File: src/rtl/uart_rx.sv
// UART receiver: synchronises the serial line, qualifies the start bit, samples
// each bit at its centre and strobes out each correctly framed character.
`timescale 1ns/1ps

module uart_rx #(
   parameter int unsigned CLKS_PER_BIT  = 217,
   parameter int unsigned NUM_DATA_BITS = 8
) (
   input  logic                     i_clk,
   input  logic                     i_reset,
   input  logic                     i_rx,
   output logic [NUM_DATA_BITS-1:0] o_rxByte,
   output logic                     o_rxValid,
   output logic                     o_rxActive,
   output logic                     o_errorFlag
);

   localparam int unsigned CNT_W = 16;
   localparam int unsigned BIT_W = $clog2(NUM_DATA_BITS);
   localparam logic [CNT_W-1:0] HALF     = CNT_W'((CLKS_PER_BIT - 1) / 2);
   localparam logic [CNT_W-1:0] FULL     = CNT_W'(CLKS_PER_BIT - 1);
   localparam logic [BIT_W-1:0] LAST_BIT = BIT_W'(NUM_DATA_BITS - 1);

   typedef enum logic [2:0] {
      S_IDLE,
      S_START,
      S_DATA,
      S_STOP,
      S_BREAK
   } state_t;

   logic                     rx_meta_q, rx_s_q;
   state_t                   state_q, state_d;
   logic [CNT_W-1:0]         clk_cnt_q, clk_cnt_d;
   logic [BIT_W-1:0]         bit_idx_q, bit_idx_d;
   logic [NUM_DATA_BITS-1:0] shift_q, shift_d;
   logic [NUM_DATA_BITS-1:0] rx_byte_q, rx_byte_d;
   logic                     rx_valid_q, rx_valid_d;
   logic                     rx_active_q, rx_active_d;
   logic                     error_q, error_d;

   // Two-flop synchroniser; idle-high so reset does not look like a start edge
   always_ff @(posedge i_clk or posedge i_reset) begin
      if (i_reset) begin
         rx_meta_q <= 1'b1;
         rx_s_q    <= 1'b1;
      end else begin
         rx_meta_q <= i_rx;
         rx_s_q    <= rx_meta_q;
      end
   end

   // State and datapath registers
   always_ff @(posedge i_clk or posedge i_reset) begin
      if (i_reset) begin
         state_q     <= S_IDLE;
         clk_cnt_q   <= '0;
         bit_idx_q   <= '0;
         shift_q     <= '0;
         rx_byte_q   <= '0;
         rx_valid_q  <= 1'b0;
         rx_active_q <= 1'b0;
         error_q     <= 1'b0;
      end else begin
         state_q     <= state_d;
         clk_cnt_q   <= clk_cnt_d;
         bit_idx_q   <= bit_idx_d;
         shift_q     <= shift_d;
         rx_byte_q   <= rx_byte_d;
         rx_valid_q  <= rx_valid_d;
         rx_active_q <= rx_active_d;
         error_q     <= error_d;
      end
   end

   // Next-state and output logic
   always_comb begin
      state_d    = state_q;
      clk_cnt_d  = clk_cnt_q;
      bit_idx_d  = bit_idx_q;
      shift_d    = shift_q;
      rx_byte_d  = rx_byte_q;
      rx_valid_d = 1'b0;
      error_d    = error_q;

      unique case (state_q)
         S_IDLE: begin
            clk_cnt_d = '0;
            if (!rx_s_q) begin
               state_d = S_START;
            end
         end

         S_START: begin
            if (clk_cnt_q == HALF) begin
               clk_cnt_d = '0;
               bit_idx_d = '0;
               state_d   = rx_s_q ? S_IDLE : S_DATA;
            end else begin
               clk_cnt_d = clk_cnt_q + CNT_W'(1);
            end
         end

         S_DATA: begin
            if (clk_cnt_q == FULL) begin
               clk_cnt_d = '0;
               // Shift in at the MSB so the first (LSB) bit ends up at bit 0
               shift_d   = {rx_s_q, shift_q[NUM_DATA_BITS-1:1]};
               if (bit_idx_q == LAST_BIT) begin
                  state_d = S_STOP;
               end else begin
                  bit_idx_d = bit_idx_q + BIT_W'(1);
               end
            end else begin
               clk_cnt_d = clk_cnt_q + CNT_W'(1);
            end
         end

         S_STOP: begin
            if (clk_cnt_q == FULL) begin
               clk_cnt_d = '0;
               if (rx_s_q) begin
                  rx_byte_d  = shift_q;
                  rx_valid_d = 1'b1;
                  state_d    = S_IDLE;
               end else begin
                  error_d = 1'b1;
                  state_d = S_BREAK;
               end
            end else begin
               clk_cnt_d = clk_cnt_q + CNT_W'(1);
            end
         end

         S_BREAK: begin
            clk_cnt_d = '0;
            if (rx_s_q) begin
               state_d = S_IDLE;
            end
         end

         default: begin
            state_d = S_IDLE;
         end
      endcase

      rx_active_d = (state_d == S_START) || (state_d == S_DATA) || (state_d == S_STOP);
   end

   assign o_rxByte    = rx_byte_q;
   assign o_rxValid   = rx_valid_q;
   assign o_rxActive  = rx_active_q;
   assign o_errorFlag = error_q;

endmodule

File: config.mk
export PLATFORM = sky130hd
export DESIGN_NAME = uart_rx
export DESIGN_NICKNAME = d
export VERILOG_FILES = /design/src/rtl/uart_rx.sv
export SDC_FILE = /design/constraint.sdc
export NUM_CORES = 1
export LEC_CHECK = 0
export BUFFER_PORTS_ARGS = -buffer_cell sky130_fd_sc_hd__buf_2
export CORE_MARGIN = 2
export CORE_UTILIZATION = 50
export DETAILED_ROUTE_END_ITERATION = 7
export HOLD_SLACK_MARGIN = 0.12
export PLACE_DENSITY = 0.7
export SLEW_MARGIN = 10
export SYNTH_ARGS = -nofsm -noshare
export SYNTH_HDL_FRONTEND = slang
export SYNTH_SLANG_ARGS = --single-unit
File: constraint.sdc
create_clock -name i_clk -period 1.9 [get_ports i_clk]
set_clock_uncertainty 0.2 [all_clocks]
set_input_delay 0.19 -clock i_clk [delete_from_list [all_inputs] [get_ports i_clk]]
set_output_delay 0.19 -clock i_clk [all_outputs]
set_load 0.005 [all_outputs]
==> results of run 1 <==
per-stage QoR:
step	TNS, ns	util [%]	instance area (um2)	power, uW
after floorplan	-0.258	-	2140	954
after global placement	-1.00	60.3	2440	962
after detailed placement	-2.82	60.3	2440	963
after CTS	-0.482	65.6	2660	1680
after global routing	-2.88	66.7	2710	1720
final	-0.406	66.7	2710	1660
sequential cells by signal (all words and copies together), names as in the netlist:
register / count
clk_cnt_q: 16
o_errorFlag: 1
o_rxByte: 8
rx_meta_q: 1
state_q: 3
o_rxValid: 1
rx_s_q: 1
shift_q: 8
bit_idx_q: 3
o_rxActive: 1
critical path: cells and delay by family, from the launching register on:
| kind | cells | cell delay [ns] |
|---|---|---|
| adder cells (fa/ha/maj) | 1 | 0.12 |
| buffers and inverters | 1 | 0.08 |
| flip-flops | 1 | 0.40 |
| multiplexers | 1 | 0.33 |
| AND/OR/NAND/NOR | 3 | 0.73 |
worst max path at each step:
stage	start	endpoint	slack (ns)
4_1_cts	clk_cnt_q[1]$_DFFE_PP0P_	o_rxByte[4]$_DFFE_PP0P_	-0.07
3_3_place_gp	clk_cnt_q[0]$_DFFE_PP0P_	shift_q[7]$_DFFE_PP0P_	-0.07
6_report	clk_cnt_q[0]$_DFFE_PP0P_	o_rxByte[4]$_DFFE_PP0P_	-0.07
5_1_grt	clk_cnt_q[0]$_DFFE_PP0P_	o_rxByte[4]$_DFFE_PP0P_	-0.15
3_5_place_dp	clk_cnt_q[0]$_DFFE_PP0P_	shift_q[7]$_DFFE_PP0P_	-0.15
2_1_floorplan	clk_cnt_q[0]$_DFFE_PP0P_	clk_cnt_q[15]$_DFFE_PP0P_	-0.03
area by class of cell:
class	count	area, um2
Clock buffer	6	72.6
Clock inverter	2	37.5
Fill cell	291	1350
Inverter	9	33.8
Multi-Input combinational cell	129	1080
Sequential cell	43	1080
Tap cell	50	62.6
Timing Repair Buffer	47	338
kinds of logic (layout without fill, tap and decap cells):
| kind of cell | Yosys count | after routing | synth area share [%] |
|---|---|---|---|
| adder cells (fa/ha/maj) | 4 | 4 | 2.35 |
| AND/OR/NAND/NOR | 68 | 68 | 20.7 |
| buffers and inverters | 17 | 64 | 3.87 |
| flip-flops | 43 | 43 | 50.6 |
| XOR/XNOR | 9 | 9 | 3.70 |
| multiplexers | 18 | 18 | 9.39 |
| AO/OA/AOI/OAI | 30 | 30 | 9.39 |
placed cells by master (no fill, tap or decap), types with 3 or more instances in the layout:
cell type  count
xnor2_1        5
buf_2         13
nand4_1        5
nand3_1        6
xor2_1         4
mux2_2        15
clkbuf_8       5
inv_1          7
a21oi_1        7
or4_1          3
dfrtp_1       40
nor3_1         3
buf_4         31
nand2_1        9
o31ai_1        3
nor2_1        12
layer usage:
metal	track usage (%)	vias up
met5	0	-
met4	9.59	0
met2	34.9	39
met1	27.0	834
li1	-	780
met3	3.20	11
power breakdown:
| part | internal, uW | switching, uW | leakage (uW) |
|---|---|---|---|
| registers | 918 | 3.61 | 0.000572 |
| clock network | 392 | 324 | 0.0000514 |
| logic | 6.59 | 18.4 | 0.000627 |
| total | 1320 | 346 | 0.00125 |
timing repair:
action	CTS	global route
endpoints found under the setup margin	36	38
hold buffers	2	0
endpoints found under the hold margin	42	0
gates resized for setup	16	10
pin swaps	7	4
setup buffers	3	1
==> results.yml, run 1 <==
status:
  outcome: "complete, but fails checks"
  violations: "negative setup slack"
route:
  wl_met3_um: 119
  drc: 0
  vias: 1664
  m1WireLength_um: 2150
  top_layer_used: "met4"
  drt_iter0_drc: 92
  totalWireLength_um: 4720
  drt-pass1-iter-count: 4
  met2_wirelength_um: 2350
  ant_nets: 0
  viasPerCell: 5.82
  wl_per_cell_um: 16.5
global_route:
  grt_pass1_vias: 1684
  overflow: 0
  grt_max_degree: 44
  antenna_found_initial: 0
  track_usage_pct: 21.0
  grt_first_pass_wirelength_um: 8040
yosys:
  synth_edf_count: 0
  postSynthAreaPerCell_um2: 11.3
  yosysWarnings: 0
  synth_nets: 196
  synth_area_um2: 2130
  syn_inst: 189
  synth_area_leaders: "dfrtp_1, mux2_2, dfstp_2, a21oi_1, ha_1"
  synthFlopType: "dfrtp_1"
  synth_seq_cells: 43
  async_flop_share_pct: 100
  yosysMostFrequentCell: "dfrtp_1"
  yosys-top-cells-count: "dfrtp_1, mux2_2, nor2_1"
  netlist.area_leader.share_pct: 48.1
  ys_seq_area_share_pct: 50.6
  yosys.cell_types.count: 51
  yosys.area.top_type: "dfrtp_1"
sta:
  hold_viol_final: 0
  slew_headroom_pct: 65.0
  rsz0062_at_grt: "true"
  fin_hold_ws_ns: 0.166
  tightestPinTransition_ns: 0.525
  maxSlewViolCount: 0
  finalSetupViolCount: 11
  fin_crit_ns: 1.97
  setup_ws_ns: -0.0690
  max_freq_mhz: 508
  post-route-period-util_pct: 104
power:
  max-vdd-ir-drop_mv: 0.404
  power.density_nw_per_um2: 615
  leakagePower_uw: 0.00125
place:
  placedCellCount: 272
  dp_hpwl_um: 3230
  post-place-ws_ns: -0.153
  place.gp.congestion: 0.859
  io_buffers: 13
floorplan:
  dieArea_um2: 4800
  core_um2: 4060
  initial_utilization_pct: 52.5
  die_h_um: 69.3
  io_pins: 14
  rows: 23
  dieWidth_um: 69.3
min_path:
  min-delay-start: "rx_meta_q$_DFF_PP1_"
  hold_path.class: "flip-flop to flip-flop"
  min_to: "rx_s_q$_DFF_PP1_"
  holdPathStages: 0
critical_path:
  crit_slowest_cell: "dfrtp_1"
  critPathKind: "flip-flop to flip-flop"
  reg2reg_depth: 6
  required_ns: 1.89
  reg2reg_slack_ns: -0.07
  worstPathMaxFanout: 8
  endpoint_kind: "flip-flop"
  max_stage_delay_ns: 0.40
  r2r-end: "o_rxByte[4]$_DFFE_PP0P_"
  critPathLaunchType: "flip-flop"
  r2r-start: "clk_cnt_q[0]$_DFFE_PP0P_"
  path_cells: "inv_2 -> ha_4 -> nor4b_4 -> and3_4 -> nand3_4 -> mux2_4"
  cp.arrival_ns: 1.96
cells_and_area:
  final_nets: 242
  diodes: 0
  drive_above_1_share_pct: 42.8
  area_growth_pct: 26.9
  finalNonFillerCells: 286
cts:
  cts_buffers: 5
  cts_tree: "built"
  root_buffer: "clkbuf_8"
  cts_buffer_depth: 2
  clk_pin_slew_ns: 0.08
  cts.sinks: 43
  htreeDepth: 2
  clk-insertion-delay-late_ns: 0.30
job:
  drv_cap: 0
(Power assumes the default switching activity.)
==> run 2, diff against run 1 <==
--- a/config.mk
+++ b/config.mk
@@ -5,9 +5,10 @@
 export SDC_FILE = /design/constraint.sdc
 export NUM_CORES = 1
 export LEC_CHECK = 0
-export BUFFER_PORTS_ARGS = -buffer_cell sky130_fd_sc_hd__buf_2
+export BUFFER_PORTS_ARGS = -buffer_cell sky130_fd_sc_hd__clkbuf_2
 export CORE_MARGIN = 2
 export CORE_UTILIZATION = 50
+export CTS_BUF_LIST = sky130_fd_sc_hd__clkbuf_16
 export DETAILED_ROUTE_END_ITERATION = 7
 export HOLD_SLACK_MARGIN = 0.12
 export PLACE_DENSITY = 0.7
==> results.yml, run 2 (same netlist as run 1, synthesis figures left out) <==
cells_and_area:
  drive_above_1_share_pct: 41.3
  n_fill_cell: 284
  diodes: 0
  area_growth_pct: 29.3
  layout_commonest_cell: "dfrtp_1"
  layout_common_cells: "dfrtp_1, buf_4, mux2_2"
  largest_register: "clk_cnt_q"
  largest_reg_flops: 16
  post-route-util_pct: 67.9
  final_nets: 241
cts:
  root_buffer: "clkbuf_16"
  cts_tree: "built"
  cts.sinks: 43
  htreeDepth: 2
  clk-insertion-delay-late_ns: 0.28
  cts_buffers: 5
  clk_pin_slew_ns: 0.06
  cts_buffer_depth: 2
critical_path:
  worstPathMaxFanout: 8
  endpoint_kind: "flip-flop"
  cp_top_family: "simple AND/OR/NAND/NOR gates"
  required_ns: 1.87
  crit_slowest_cell: "dfrtp_1"
  crit_buf_inv: 1
  critPathKind: "flip-flop to flip-flop"
  cp.arrival_ns: 1.92
  critPathLaunchType: "flip-flop"
  path_cells: "inv_2 -> ha_4 -> nor4b_4 -> and3_4 -> nand3_4 -> mux2_4"
  max_stage_delay_ns: 0.39
route:
  viasPerCell: 5.80
  totalWireLength_um: 4810
  ant_nets: 0
  drt_iter0_drc: 80
  drt-pass1-iter-count: 4
  drc: 0
  wl_per_cell_um: 16.9
  vias: 1654
place:
  place.gp.congestion: 0.850
  io_buffers: 13
  dp_hpwl_um: 3170
power:
  power.density_nw_per_um2: 694
  max-vdd-ir-drop_mv: 0.514
  finalPower_uw: 1910
  leakagePower_uw: 0.00126
sta:
  maxSlewViolCount: 0
  finalSetupTns_ns: -0.298
  post-route-period-util_pct: 103
  tightestPinTransition_ns: 0.534
  hold_viol_final: 0
  rsz0062_at_grt: "true"
  slew_headroom_pct: 64.4
  max_freq_mhz: 511
  setup_ws_ns: -0.0554
  fin_crit_ns: 1.96
  finalSetupViolCount: 10
global_route:
  grt_max_degree: 44
  grt_pass1_vias: 1683
  grt_first_pass_wirelength_um: 7860
  track_usage_pct: 20.6
  antenna_found_initial: 0
  overflow: 0
floorplan:
  core_um2: 4060
  dieArea_um2: 4800
  initial_utilization_pct: 52.5
  io_pins: 14
  die_h_um: 69.3
  rows: 23
  dieWidth_um: 69.3
job:
  drv_cap: 0
min_path:
  hold_path.class: "flip-flop to flip-flop"
status:
  outcome: "complete, but fails checks"
  violations: "negative setup slack"
## run 2: cell types whose count changed in the layout (fill, tap and decap cells not counted), moves of 2 or more
cell and change:
a41oi_1 -2, a41oi_2 +2, buf_2 -13, buf_4 -2, clkbuf_16 +5, clkbuf_2 +13
clkbuf_8 -5
## run 2: timing repair
item,in CTS,in global routing
hold endpoints to repair,42,0
hold buffers,2,0
endpoints found under the setup margin,34,37
resized for setup,7,17
buffers inserted,2,3
cloned,0,0
pin swaps,5,11
## run 2: worst paths after layout
check	from	to	slack [ns]	cells past startpoint
max	clk_cnt_q[1]$_DFFE_PP0P_	o_rxByte[5]$_DFFE_PP0P_	-0.06	6
min	rx_meta_q$_DFF_PP1_	rx_s_q$_DFF_PP1_	0.16	0
max reg2reg	clk_cnt_q[1]$_DFFE_PP0P_	o_rxByte[5]$_DFFE_PP0P_	-0.06	6
min reg2reg	rx_meta_q$_DFF_PP1_	rx_s_q$_DFF_PP1_	0.16	0
max in group asynchronous	i_reset	clk_cnt_q[7]$_DFFE_PP0P_	0.73	4
min in group asynchronous	i_reset	bit_idx_q[0]$_DFFE_PP0P_	0.38	4
## run 2: power breakdown
group          switching (uW)  internal, uW
registers                3.58           920
clock network             349           615
logic                    19.3          6.71
## run 2: routing by layer
layer,GRT usage (%),part of all wire (%)
met1,24.7,43
met2,35.3,51
met3,4.07,3.3
met4,9.80,1.9
met5,0,0
## run 2: metrics by stage
step,std cells,setup WS (ns),hold slack (ns),cell area (um2)
floorplan,189,-0.0258,-0.00552,2140
global placement,270,-0.0830,0.0804,2430
global route,285,-0.141,0.162,2760
finish,285,-0.0554,0.159,2760
CTS,282,-0.0361,0.161,2660
detailed placement,270,-0.146,0.0829,2430
## run 2: final cells by class
class                      count  area (um2)  share of cell area, %
tap                           50        62.6                   2.27
timing repair buffer          46         334                   12.1
sequential                    43        1080                   39.2
inverter                       9        33.8                   1.23
clock inverter                 3        41.3                   1.50
multi-input combinational    129        1080                   39.2
clock buffer                   5         125                   4.54
